`config.mk`:
```
export PLATFORM = sky130hd
export DESIGN_NAME = ifu_fetch
export DESIGN_NICKNAME = d
export VERILOG_FILES = /design/src/rtl/ifu_fetch.sv
export SDC_FILE = /design/constraint.sdc
export NUM_CORES = 1
export LEC_CHECK = 0
export CORE_MARGIN = 4
export CORE_UTILIZATION = 44
export CTS_CLUSTER_DIAMETER = 100
export DETAILED_ROUTE_END_ITERATION = 16
export HOLD_SLACK_MARGIN = 0.12
export PLACE_DENSITY = 0.86
export SLEW_MARGIN = 25
export SYNTH_ARGS = -nofsm -noshare
export SYNTH_HDL_FRONTEND = slang
export SYNTH_SLANG_ARGS = --single-unit
```
`constraint.sdc`:
```
create_clock -name clk -period 3.36 [get_ports clk]
set_input_delay 1.008 -clock clk [delete_from_list [all_inputs] [get_ports clk]]
set_output_delay 1.008 -clock clk [all_outputs]
set_load 0.02 [all_outputs]
```
`src/rtl/ifu_fetch.sv`:
```
// -----------------------------------------------------------------------------
// ifu_fetch
//
// Instruction fetch unit for the single-issue NPC core. Holds the
// architectural PC, fetches one 32-bit instruction at a time over a
// valid/ready memory port, and hands each instruction (with its PC) to the
// decoder through a valid/ready handshake. Jump/branch resolution can
// redirect the PC at any time except after a fault.
//
// Ports:
//   clk, rst        : single clock; synchronous active-high reset
//   imem_req_valid  : out, fetch request valid (REQ state)
//   imem_req_ready  : in,  memory accepts the request
//   imem_addr       : out, fetch address (always equal to pc)
//   imem_rsp_valid  : in,  response valid (no response back-pressure)
//   imem_rsp_data   : in,  instruction word
//   imem_rsp_err    : in,  access fault, qualified by imem_rsp_valid
//   inst_valid      : out, inst/pc valid for decode (decoder write enable)
//   inst_ready      : in,  decoder consumes the instruction
//   inst            : out, registered instruction word
//   pc              : out, PC of the current or outstanding fetch
//   redirect_valid  : in,  replace the PC (jump / taken branch)
//   redirect_pc     : in,  new PC
//   fetch_fault     : out, sticky fault; unit halted until rst
//
// Build option:
//   IFU_ALIGN_CHECK_EN - when defined, a PC with bits [1:0] != 0 is never
//   sent to memory; the unit moves to FAULT instead.
//
// All outputs are decoded from registered state only, so there is no
// combinational path from any input to any output.
// -----------------------------------------------------------------------------
module ifu_fetch #(
   parameter logic [31:0] RESET_PC = 32'h8000_0000
) (
   input  logic        clk,
   input  logic        rst,
   output logic        imem_req_valid,
   input  logic        imem_req_ready,
   output logic [31:0] imem_addr,
   input  logic        imem_rsp_valid,
   input  logic [31:0] imem_rsp_data,
   input  logic        imem_rsp_err,
   output logic        inst_valid,
   input  logic        inst_ready,
   output logic [31:0] inst,
   output logic [31:0] pc,
   input  logic        redirect_valid,
   input  logic [31:0] redirect_pc,
   output logic        fetch_fault
);

   localparam logic [31:0] NOP_INST = 32'h0000_0013;

   typedef enum logic [1:0] {
      ST_REQ   = 2'd0,
      ST_WAIT  = 2'd1,
      ST_HOLD  = 2'd2,
      ST_FAULT = 2'd3
   } state_t;

   state_t      state_r;
   state_t      state_s;
   logic [31:0] pc_r;
   logic [31:0] pc_s;
   logic [31:0] inst_r;
   logic [31:0] inst_s;
   // Set when the outstanding response belongs to a PC that was redirected away.
   logic        drop_r;
   logic        drop_s;
   logic        misaligned_s;

`ifdef IFU_ALIGN_CHECK_EN
   assign misaligned_s = (pc_r[1:0] != 2'b00);
`else
   assign misaligned_s = 1'b0;
`endif

   // Outputs decoded purely from registered state.
   assign imem_req_valid = (state_r == ST_REQ) && !misaligned_s;
   assign imem_addr      = pc_r;
   assign pc             = pc_r;
   assign inst           = inst_r;
   assign inst_valid     = (state_r == ST_HOLD);
   assign fetch_fault    = (state_r == ST_FAULT);

   // Next-state, next-PC, instruction latch and drop-flag logic.
   always_comb begin
      state_s = state_r;
      pc_s    = pc_r;
      inst_s  = inst_r;
      drop_s  = drop_r;
      case (state_r)
         ST_REQ: begin
            if (misaligned_s) begin
               // No request is ever issued for a misaligned PC.
               state_s = ST_FAULT;
            end else begin
               if (redirect_valid) begin
                  pc_s = redirect_pc;
               end else begin
                  pc_s = pc_r;
               end
               if (imem_req_ready) begin
                  // A redirect in the accept cycle makes this request stale.
                  state_s = ST_WAIT;
                  drop_s  = redirect_valid;
               end else begin
                  state_s = ST_REQ;
                  drop_s  = 1'b0;
               end
            end
         end
         ST_WAIT: begin
            if (redirect_valid) begin
               pc_s = redirect_pc;
               if (imem_rsp_valid) begin
                  // Response in the redirect cycle is stale; refetch now.
                  state_s = ST_REQ;
                  drop_s  = 1'b0;
               end else begin
                  state_s = ST_WAIT;
                  drop_s  = 1'b1;
               end
            end else if (imem_rsp_valid) begin
               if (drop_r) begin
                  // Stale response (data or error) is discarded.
                  state_s = ST_REQ;
                  drop_s  = 1'b0;
               end else if (imem_rsp_err) begin
                  state_s = ST_FAULT;
               end else begin
                  inst_s  = imem_rsp_data;
                  state_s = ST_HOLD;
               end
            end else begin
               state_s = ST_WAIT;
            end
         end
         ST_HOLD: begin
            if (redirect_valid) begin
               // Redirect wins over pc+4; a same-cycle inst_ready still
               // counts as a transfer since inst_valid is high.
               pc_s    = redirect_pc;
               state_s = ST_REQ;
            end else if (inst_ready) begin
               pc_s    = pc_r + 32'd4;
               state_s = ST_REQ;
            end else begin
               state_s = ST_HOLD;
            end
         end
         ST_FAULT: begin
            state_s = ST_FAULT;
         end
         default: begin
            state_s = ST_FAULT;
         end
      endcase
   end

   // State, PC, instruction and drop-flag registers with synchronous reset.
   always_ff @(posedge clk) begin
      if (rst) begin
         state_r <= ST_REQ;
         pc_r    <= RESET_PC;
         inst_r  <= NOP_INST;
         drop_r  <= 1'b0;
      end else begin
         state_r <= state_s;
         pc_r    <= pc_s;
         inst_r  <= inst_s;
         drop_r  <= drop_s;
      end
   end

endmodule
```
==> results of run 1 <==
[cells in the mapped netlist (4+ instances only)]
cell type / instances / share of area (%)
a211oi_1: 8 / 1.7
a21oi_1: 53 / 7.5
and4_1: 4 / 1.0
dfxtp_1: 67 / 38
nor2_1: 35 / 3.7
and3_1: 6 / 1.1
o21ai_0: 17 / 2.4
nor3_1: 21 / 3.0
o22ai_1: 7 / 1.2
inv_1: 8 / 0.85
nor2b_1: 5 / 0.89
clkbuf_1: 30 / 3.2
nand3_1: 17 / 2.4
buf_4: 32 / 6.8
a22oi_1: 7 / 1.5
nand2_1: 97 / 10
nor4_1: 7 / 1.2
[metrics by stage]
stage	hold slack [ps]	utilization, %	cells	setup slack, ps	power [W]
2_1_floorplan	454.5	-	477	917.9	0.001070
3_3_place_gp	441.0	65.03	693	405.9	0.001254
3_5_place_dp	447.2	65.03	693	376.4	0.001262
4_1_cts	457.7	67.51	709	411.7	0.001922
5_1_grt	478.8	67.51	709	285.1	0.001989
6_report	453.8	67.51	709	405.3	0.001913
[report_power, final]
part           switching [W]  internal [W]  total, W
combinational       0.000175      0.000200  0.000375
clock               0.000324      0.000344  0.000668
sequential         0.0000448      0.000824  0.000869
[worst reg2reg max path, stage by stage, from the launching register on]
cell	delay, ps
dfxtp_1	450
ha_1	280
nand4_2	160
or4_4	650
or4_1	500
a21oi_1	160
o21a_1	120
[how the worst min path moves through the flow]
stage / endpoint / slack [ps] / depth (start not counted) / start
2_1_floorplan: drop_r / 450 / 2 / drop_r
3_3_place_gp: inst[21] / 440 / 2 / inst[21]
3_5_place_dp: inst[25] / 450 / 2 / inst[25]
4_1_cts: inst[25] / 460 / 2 / inst[25]
5_1_grt: inst[8] / 480 / 2 / inst[8]
6_report: inst[21] / 450 / 2 / inst[21]
[flip-flops by register name, summed over array words and instances (netlist names)]
signal and flops:
inst 32, state_r 2, imem_addr 32, drop_r 1
[cell type report]
type                    count  area share (%)
well taps                 102           2.434
inverters                   8          0.5727
multi-input cells         337           34.14
flip-flops and latches     67           25.58
clock inverters             6           1.241
clock buffers              10           2.434
repair buffers            179           33.60
[kinds of logic (layout without fill, tap and decap cells)]
group | count (synthesis) | after routing
flops | 67 | 67
fa+ha+maj | 1 | 1
mux | 2 | 2
compound gates | 121 | 121
buf+inv | 73 | 203
simple gates | 213 | 213
[metal layers]
metal	up-vias	global-route usage [%]	share of wire, %
li1	1908	-	-
met4	0	10.76	3.6
met5	-	0	0
met3	35	5.743	6.8
met2	174	38.90	49
met1	1829	27.80	40
==> run metrics, run 1 <==
status=finished clean; DRT iter0 DRCs=263; multi-input logic area=1790 µm²; Levels on crit path=3; Crit Path Max Fanout=14; clock buffer depth=2; Pleak=1.823 nW; Sink Count=67; max-cap viol count=0; Detail Route Antenna Nets=0; Period minus WS final=2955 ps; CP endpoint=fetch_fault; Top FF cell, synth=dfxtp_1; vias in the first global route=3767; final setup vio count=0; iteration count of the initial detailed-routing pass=4; area post-placement=5051 µm²; via-per-instance ratio=5.566; Ys Warns=0; crit path kind=reg -> out; fillcell total=649; number of synthesized register bits=67; Total Nets Final=674; ys async rst share=0%; Setup crit end kind=output port; HPWL Detailed=8.310 mm; Area Growth Syn to Fin=49.09%; clk slew on worst S/H paths=80 ps; largest family of logic cells by synthesized area=simple AND/OR/NAND/NOR gates; total number of vias=3946; # rows=32; Worst Reg-to-Reg Cells=6; Rel. slew slack=between 60 and 70%; unique cell type count in the Yosys netlist=52; maximum number of pins on one net before global-route repair=between 40 and 50; startpoint class of the critical path=flip-flop; buffers and inverters on the worst path=2; Peak VDD IR=just under 200 µV; Die Width=97.41 µm; Die ar.=9488 µm²; Slew @ Worst Pin=roughly 530 ps; # diodes=0; mean post-synth cell area=7.373 µm²; R2R Path Start=imem_addr[2]; root buffer cell=clkbuf_8; Slew Viols, Final=0; Die Span Y=97.41 µm; register area=1341 µm²; critical path's top delay family=buffers and inverters; post-synthesis sequential area ratio=between 30% and 40%; GRT Total Usage=23.19%; fmax=338.4 MHz; commonest cells after routing, fill and taps aside=168 x clkdlybuf4s50_1, 97 x nand2_1, 67 x dfxtp_1; final worst path period share=87.94%; synthesized area=3517 µm²; Post-Synth XOR/XNOR Area=0%; Hold Vio Cnt, Final=0; wire length per cell=15.95 µm; Req. time, crit path=2350 ps; H-tree depth=3; CTS tree=yes; Design Area, Final=approximately 5200 µm²; crit path DAT=1950 ps; RSZ-0062 raised after global routing=no; CP cell instances=nand2_1, inv_1, clkdlybuf4s50_1; Synth Area in Compound Gates=around a fifth; slack of the worst reg-to-reg path=1010 ps; Cells after Synth=roughly 480; post-synthesis mux area share=0.5692%; Hold-fix buffers, CTS=0; grt ovf=0; clock insertion delay at the later pin of the skew report=between 300 and 400 ps; num ports=170; clk_skew=about 13 ps; Post-synth EDFFs=0; share of layout cells above drive strength 1=under 10%; pwr/cell area=364.8 nW/µm²; Hold Crit Class=reg -> reg; worst setup path start=state_r[1]; Reg-to-Reg End=imem_addr[18]; Post-Route WL=around 11 mm; first-pass GRT wire length=18.24 mm; initial antenna violation count=0; gp weighted congestion=0.8766; count of input and output buffers=169; cts bufs inserted=9; Synth Area in Simple Gates=28.39%; Post-CTS Resized=0; slowest CP cell=clkdlybuf4s50_1; synthesized net count=549; DRC=0; setup bufs post-CTS=0; setup TNS=0 ps; Worst path max stage delay=630 ps; Synth Area in Adders=0.3557%; commonest non-fill, non-tap cell in the layout=clkdlybuf4s50_1; core region area=7767 µm²; initial core utilization=45.28%
(Power assumes the default switching activity.)
==> inputs of run 2 (changes only) <==
--- a/config.mk
+++ b/config.mk
@@ -5,6 +5,7 @@
 export SDC_FILE = /design/constraint.sdc
 export NUM_CORES = 1
 export LEC_CHECK = 0
+export ABC_AREA = 0
 export CORE_MARGIN = 4
 export CORE_UTILIZATION = 44
 export CTS_CLUSTER_DIAMETER = 100
==> results of run 2 <==
Same layout as run 1: the final DEF is identical, and so are final timing and power.
